==> src/rtl/sprite_row_serializer.sv <==
// Purpose : fetch one sprite/board ROM row and stream it MSB-first as 1-bit pixels,
//           with each bit repeated SCALE times for horizontal upscaling.
// Latency : request accepted at edge T -> first pix_valid in the cycle after edge T+2.
// Backpr. : pix_ready=0 freezes pixel, counters and shift register; new requests are
//           refused (not queued) until the row's final handshake.
// Ports   : clk/rst_n (sync active-low); req_valid/req_ready/req_addr row request;
//           rom_addr/rom_q registered ROM interface; pix_valid/pix_ready/pix_bit/pix_last
//           pixel stream; busy = request in progress.
module sprite_row_serializer #(
  parameter int DATA_WIDTH = 96,
  parameter int ADDR_WIDTH = 12,
  parameter int SCALE      = 1
) (
  input  logic                  clk,
  input  logic                  rst_n,
  input  logic                  req_valid,
  output logic                  req_ready,
  input  logic [ADDR_WIDTH-1:0] req_addr,
  output logic [ADDR_WIDTH-1:0] rom_addr,
  input  logic [DATA_WIDTH-1:0] rom_q,
  output logic                  pix_valid,
  input  logic                  pix_ready,
  output logic                  pix_bit,
  output logic                  pix_last,
  output logic                  busy
);

  localparam int BIT_W = (DATA_WIDTH > 1) ? $clog2(DATA_WIDTH) : 1;
  localparam int REP_W = $clog2(SCALE) + 1;
  localparam logic [BIT_W-1:0] BIT_MAX = BIT_W'(DATA_WIDTH - 1);
  localparam logic [REP_W-1:0] REP_MAX = REP_W'(SCALE - 1);

  typedef enum logic [1:0] {IDLE, WAIT, LOAD, SHIFT} state_t;

  state_t                state, state_nxt;
  logic [ADDR_WIDTH-1:0] rom_addr_nxt;
  logic [DATA_WIDTH-1:0] shreg, shreg_nxt;
  logic [BIT_W-1:0]      bit_cnt, bit_cnt_nxt;
  logic [REP_W-1:0]      rep_cnt, rep_cnt_nxt;
  logic                  pix_fire;

  // Pixel-side outputs come only from registered state, so there is no
  // combinational path from the request inputs to the pixel stream.
  assign req_ready = (state == IDLE);
  assign busy      = (state != IDLE);
  assign pix_valid = (state == SHIFT);
  assign pix_bit   = shreg[DATA_WIDTH-1];
  assign pix_last  = (state == SHIFT) && (bit_cnt == BIT_MAX) && (rep_cnt == REP_MAX);
  assign pix_fire  = pix_valid && pix_ready;

  always_ff @(posedge clk) begin
    if (!rst_n) begin
      state    <= IDLE;
      rom_addr <= '0;
      shreg    <= '0;
      bit_cnt  <= '0;
      rep_cnt  <= '0;
    end else begin
      state    <= state_nxt;
      rom_addr <= rom_addr_nxt;
      shreg    <= shreg_nxt;
      bit_cnt  <= bit_cnt_nxt;
      rep_cnt  <= rep_cnt_nxt;
    end
  end

  always_comb begin
    state_nxt    = state;
    rom_addr_nxt = rom_addr;
    shreg_nxt    = shreg;
    bit_cnt_nxt  = bit_cnt;
    rep_cnt_nxt  = rep_cnt;
    unique case (state)
      IDLE: begin
        if (req_valid) begin
          rom_addr_nxt = req_addr;
          state_nxt    = WAIT;
        end
      end
      // ROM registers rom_addr on this edge; its word is on rom_q during LOAD.
      WAIT: state_nxt = LOAD;
      LOAD: begin
        shreg_nxt   = rom_q;
        bit_cnt_nxt = '0;
        rep_cnt_nxt = '0;
        state_nxt   = SHIFT;
      end
      SHIFT: begin
        if (pix_fire) begin
          if (pix_last) begin
            // Counters park at zero instead of stepping past the row end.
            shreg_nxt   = {shreg[DATA_WIDTH-2:0], 1'b0};
            bit_cnt_nxt = '0;
            rep_cnt_nxt = '0;
            state_nxt   = IDLE;
          end else if (rep_cnt != REP_MAX) begin
            rep_cnt_nxt = rep_cnt + 1'b1;
          end else begin
            rep_cnt_nxt = '0;
            shreg_nxt   = {shreg[DATA_WIDTH-2:0], 1'b0};
            bit_cnt_nxt = bit_cnt + 1'b1;
          end
        end
      end
      default: state_nxt = IDLE;
    endcase
  end

endmodule

==> config.mk <==
export PLATFORM = sky130hd
export DESIGN_NAME = sprite_row_serializer
export DESIGN_NICKNAME = d
export VERILOG_FILES = /design/src/rtl/sprite_row_serializer.sv
export SDC_FILE = /design/constraint.sdc
export NUM_CORES = 1
export LEC_CHECK = 0
export CAP_MARGIN = 20
export CORE_UTILIZATION = 40
export DETAILED_ROUTE_END_ITERATION = 8
export HOLD_SLACK_MARGIN = 0.12
export PLACE_DENSITY_LB_ADDON = 0.3
export SLEW_MARGIN = 10
export SYNTH_ARGS = -nofsm -noshare
export SYNTH_HDL_FRONTEND = slang
export SYNTH_SLANG_ARGS = --single-unit
==> constraint.sdc <==
create_clock -name clk -period 3 [get_ports clk]
set_input_delay 0.9 -clock clk [delete_from_list [all_inputs] [get_ports clk]]
set_output_delay 0.9 -clock clk [all_outputs]
set_load 0.01 [all_outputs]
==> impl_results.md, run 1 <==
* Overflow after GRT at 0
* Nets@finish at 765
* CP Capture Type: output pin
* CTS Hold Buffers Added at 0
* Clk slew on worst S/H paths at 0.05 ns
* Period utilization at 0.960
* Core area at 13500 µm²
* TritonCTS Buffers at 17
* Min-delay worst type: flip-flop to flip-flop
* Critical Path, Cell by Cell: ha_1 -> and4_4 -> and3_1 -> clkdlybuf4s50_1
* Hold Path End: rom_addr[9]
* Crit path buf inv count at 1
* Dpl cell area at 6990 µm²
* Final Total Pwr at 6.53 mW
* Most frequent cells after synthesis: dfxtp_1 (117), nor2_1 (102), mux2i_1 (96), a211oi_2 (90), nand2_1 (29)
* FMAX at 0.347 GHz
* Type of origin of the critical path: flip-flop
* Syn_nets at 654
* Register area share after synthesis at 0.419
* Data arrival, critical path at 1.98 ns
* Port Buf Inserts at 128
* Count leader, synth: dfxtp_1
* Final Skew at 0.00970 ns
* Setup_tns at 0 ns
* Iter 0 DRT Violations at 248
* WS Path Type: flip-flop to output pin
* Syn Std Cell Area at 5590 µm²
* Asr flop ratio synth at 0
* Remaining antenna violation count after routing at 0
* Slew @ Worst Pin at 0.857 ns
* Mapped Cells at 537
* Die W at 120 µm
* Yosys top cell area share at 0.419
* Area leader, netlist: dfxtp_1
* MaxCap Viol Count at 0
* Peak VDD IR at 0.447 mV
* H-tree levels at 4
* Critical-path top delay cell: clkdlybuf4s50_1
* Max-slew violations at 0
* Synthesized flop and latch total at 117
* Top Family by Delay on Critical Path: buffers and inverters
* Fraction of layout cells with a size suffix above 1 at 0.201
* Overall Global Routing Usage at 0.166
* Highest net fanout along the worst path at 6
* Avg Inst Size Synth at 10.4 µm²
* GPL Wtd Cong at 0.692
* Vias/cell at 4.98
* Clock latency on the worst-skew pair at 0.41 ns
* Status: finished, final reports clean
* Initial antenna violation count at 0
* Reg2Reg Setup Slack at 0.85 ns
* Synth warnings at 0
* Shortest period the worst path allows at 2.88 ns
* Number of flops mapped to enable cells by yosys at 0
* Reg2reg path depth at 5
* Critical Path Stages at 4
* Crit Reg-Reg Startpoint: state[1]
* Vias in the first global route at 4119
* DP HPWL at 7900 µm
* CTS Root Cell: clkbuf_16
* CTS tree: built
* First-pass GRT wire length at 19100 µm
* DRC Markers at 0
* Drt total wl at 11700 µm
* Die Y at 120 µm
* IO Pins at 129
* Initial Util at 0.416
* Slowest stage delay, CP at 0.53 ns
* Pleak at 2.44 nW
* Final setup viols at 0
* Reg-to-Reg End: bit_cnt[0]
* Largest net degree at the start of global routing at 54
* Final Hold Viols at 0
* Routed length per instance at 14.0 µm
* N_diodes at 0
* DIE AREA at 14500 µm²
* Hold depth at 2
* CTS max path bufs at 2
* Rows at 42
* Synthesis-to-finish area growth at 35.3%
* PwrDens at 862 nW/µm²
* Synth area leaders: dfxtp_1 (42%), a211oi_2 (20%), mux2i_1 (17%)
* Synth cell types at 32
* Critical path required time at 2.10 ns
* RSZ-0062 raised after global routing: false
* Max_slew headroom at 0.429
* Post-route cell area at 7570 µm²
* Detailed Routing Iterations Pass 1 at 4
* DR vias at 4154
* HP Start: rom_addr[9]
* Clock sinks at 117
* Postcts setup bufs at 0
* Top FF cell, synth: dfxtp_1
* Cts repair resizes at 0
* Hold_ws at 0.454 ns
-- layout make-up --
cell class	count	area (µm²)
clock buffer	25	505
clock inverter	4	70.1
fill	1189	5890
inverter	5	21.3
multi-input combinational	368	2970
sequential	117	2340
tap	176	220
timing repair buffer	139	1440
-- worst max-delay path by stage --
stage               slack [ns]  startpoint   endpoint
finish                    0.12  bit_cnt[0]   pix_last
global route              0.02  bit_cnt[0]   pix_last
CTS                       0.05  bit_cnt[0]   pix_last
detailed placement        0.35   pix_ready  shreg[46]
global placement          0.45   pix_ready  shreg[47]
floorplan                 0.71    state[1]   pix_last
-- flip-flops by register name, indices dropped and copies added, names as in the netlist --
signal,cells
rom_addr,12
bit_cnt,7
state,2
shreg,96
-- layer usage --
metal	GRT usage	vias up	wire length (µm)
met5	0	-	0
met4	0.0756	0	170
met3	0.0481	15	581
met2	0.275	87	5670
met1	0.197	1915	5230
li1	-	2137	-
-- power by group --
group          internal (mW)  switching, mW  total (mW)
clock                   1.31          0.654        1.97
combinational           1.06           1.21        2.28
sequential              2.03          0.249        2.28
-- stage by stage --
stage	std cells	setup slack (ns)	util
final	834	0.120	0.563
after global routing	834	0.0229	0.563
after CTS	834	0.0498	0.562
after detailed placement	805	0.346	0.520
after global placement	805	0.449	0.520
after floorplan	537	0.709	-
-- layout by cell type, fill, tap and decap left out, types with 2 or more instances in the layout --
cell             instances
nand3_1                  2
buf_12                   6
clkinv_2                 2
clkbuf_8                 5
a21oi_1                 16
a211oi_1                 5
dfxtp_1                117
clkdlybuf4s50_1        128
inv_1                    4
a211oi_2                90
xor2_1                   4
nor2_1                 102
mux2i_1                 96
bufinv_16                2
nand2_1                 29
clkbuf_16               17
buf_4                    5
clkbuf_1                 3
and3_1                   3
ha_1                     4
-- worst register-to-register path, delay by kind of cell, from the launching register on --
family | cells | cell delay, ns
AO/OA/AOI/OAI | 1 | 0.44
adder cells (fa/ha/maj) | 1 | 0.20
buffers and inverters | 1 | 0.59
flip-flops | 1 | 0.41
multiplexers | 1 | 0.26
AND/OR/NAND/NOR | 1 | 0.11
-- kinds of logic after synthesis --
logic type	after synthesis	synth area share
muxes	97	0.174
adders and majority gates	5	0.0112
AOI/OAI and AO/OA	118	0.231
buffers and inverters	52	0.0552
xor gates and xnor gates	5	0.00783
and+or+nand+nor	143	0.101
DFF	117	0.419
No activity file was read; power rests on OpenSTA's default activity.
==> run 2: changes to the inputs <==
Settings changed: SLEW_MARGIN 10 to 40.
==> impl_results.md, run 2 (same netlist as run 1, synthesis figures left out) <==
* Data arrival, critical path at 1.98 ns
* Post-route cell area at 7570 µm²
* Non-filler cells, final at 834
* Vias in the first global route at 4119
* Metal-1 WL at 5190 µm
* Core area at 13500 µm²
* WL met3 at 579 µm
* Remaining antenna violation count after routing at 0
* Drt total wl at 11600 µm
* Min-delay worst type: flip-flop to flip-flop
* Peak VDD IR at 0.448 mV
* DIE AREA at 14500 µm²
* Met2 wire length at 5690 µm
* Commonest cells after routing, fill and taps aside: clkdlybuf4s50_1 (128), dfxtp_1 (117), nor2_1 (102)
* Initial Util at 0.416
* Dpl cell area at 6990 µm²
* Iter 0 DRT Violations at 243
* Fraction of layout cells with a size suffix above 1 at 0.201
* Final core occ at 0.563
* RSZ-0062 raised after global routing: false
* Type of origin of the critical path: flip-flop
* Final Skew at 0.00951 ns
* MaxCap Viol Count at 0
* CTS Root Cell: clkbuf_16
* Shortest period the worst path allows at 2.88 ns
* WS Path Type: flip-flop to output pin
* Routed length per instance at 14.0 µm
* FMAX at 0.347 GHz
* DRC Markers at 0
* Critical-path top delay cell: clkdlybuf4s50_1
* IO Pins at 129
* Number of flip-flops in the largest register at 96
* Clock latency on the worst-skew pair at 0.41 ns
* Postcts setup bufs at 0
* CP Capture Type: output pin
* Overall Global Routing Usage at 0.166
* DP HPWL at 7900 µm
* Highest Signal Layer: met4
* Setup_tns at 0 ns
* Fillers at 1187
* DR vias at 4163
* Slowest stage delay, CP at 0.53 ns
* Leading cell type in the layout, fill and taps excluded: clkdlybuf4s50_1
* N_diodes at 0
* Detailed Routing Iterations Pass 1 at 4
* Max-slew violations at 0
* Final Hold Viols at 0
* PwrDens at 862 nW/µm²
* Pleak at 2.44 nW
* Regs by FF count: shreg: 96 flops, rom_addr: 12 flops, bit_cnt: 7 flops
* Max_slew headroom at 0.495
* CTS Hold Buffers Added at 0
* Die Y at 120 µm
* H-tree levels at 4
* Overflow after GRT at 0
* First-pass GRT wire length at 19100 µm
* Inst Count DP at 805
* Clock sinks at 117
* GPL Wtd Cong at 0.692
* Clk slew on worst S/H paths at 0.05 ns
* Critical Path, Cell by Cell: ha_1 -> and4_4 -> and3_1 -> clkdlybuf4s50_1
* Synthesis-to-finish area growth at 35.3%
* Largest net degree at the start of global routing at 54
* Rows at 42
* Highest net fanout along the worst path at 6
* Period utilization at 0.959
* Top reg by flops: shreg
* Critical path required time at 2.10 ns
* Die W at 120 µm
* Port Buf Inserts at 128
* CTS tree: built
* Vias/cell at 4.99
* CTS max path bufs at 2
* Nets@finish at 765
* Final setup viols at 0
* Status: finished, final reports clean
* Slew @ Worst Pin at 0.757 ns
* Initial antenna violation count at 0
* TritonCTS Buffers at 17
[run 2: cell types whose count changed in the layout (fill, tap and decap cells not counted)]
| cell | before | now |
|---|---|---|
| buf_4 | 5 | 4 |
| buf_6 | 0 | 1 |
[run 2: critical path: cells and delay by family, from the launching register on]
family                     cells  cell delay [ns]
DFF                            1             0.37
buffers and inverters          1             0.53
and+or+nand+nor                2             0.45
adders and majority gates      1             0.22
[run 2: final cells by class]
| cell class | count | area [µm²] | area share |
|---|---|---|---|
| Clock buffer | 25 | 505 | 0.0668 |
| Clock inverter | 4 | 70.1 | 0.00925 |
| Inverter | 5 | 21.3 | 0.00281 |
| Multi-Input combinational cell | 368 | 2970 | 0.392 |
| Sequential cell | 117 | 2340 | 0.309 |
| Tap cell | 176 | 220 | 0.0291 |
| Timing Repair Buffer | 139 | 1440 | 0.191 |
[run 2: repair_timing]
action / in CTS / in global routing
endpoints found under the hold margin: 0 / 0
endpoints found under the setup margin: 0 / 1
gates resized for setup: 0 / 2
[run 2: layer usage]
metal,vias to the layer above,GRT usage
li1,2138,-
met1,1923,0.197
met2,87,0.275
met3,15,0.0481
met4,0,0.0756
met5,-,0
[run 2: through the flow]
step           hold WS (ns)  power, mW  setup slack (ns)
2_1_floorplan         0.444       4.08             0.709
3_3_place_gp          0.442       4.49             0.449
3_5_place_dp          0.451       4.60             0.346
4_1_cts               0.459       6.61            0.0498
5_1_grt               0.483       6.94            0.0229
6_report              0.455       6.53             0.122
[run 2: final timing paths]
kind | startpoint | to | slack [ns] | cells past startpoint
max | bit_cnt[0] | pix_last | 0.12 | 4
min | rom_addr[9] | rom_addr[9] | 0.45 | 2
max reg2reg | state[1] | bit_cnt[0] | 0.84 | 5
min reg2reg | rom_addr[9] | rom_addr[9] | 0.45 | 2
[run 2: power by group]
part,internal (mW),total [mW],switching (mW)
Sequential,2.03,2.28,0.249
Combinational,1.06,2.27,1.21
Clock,1.31,1.97,0.655
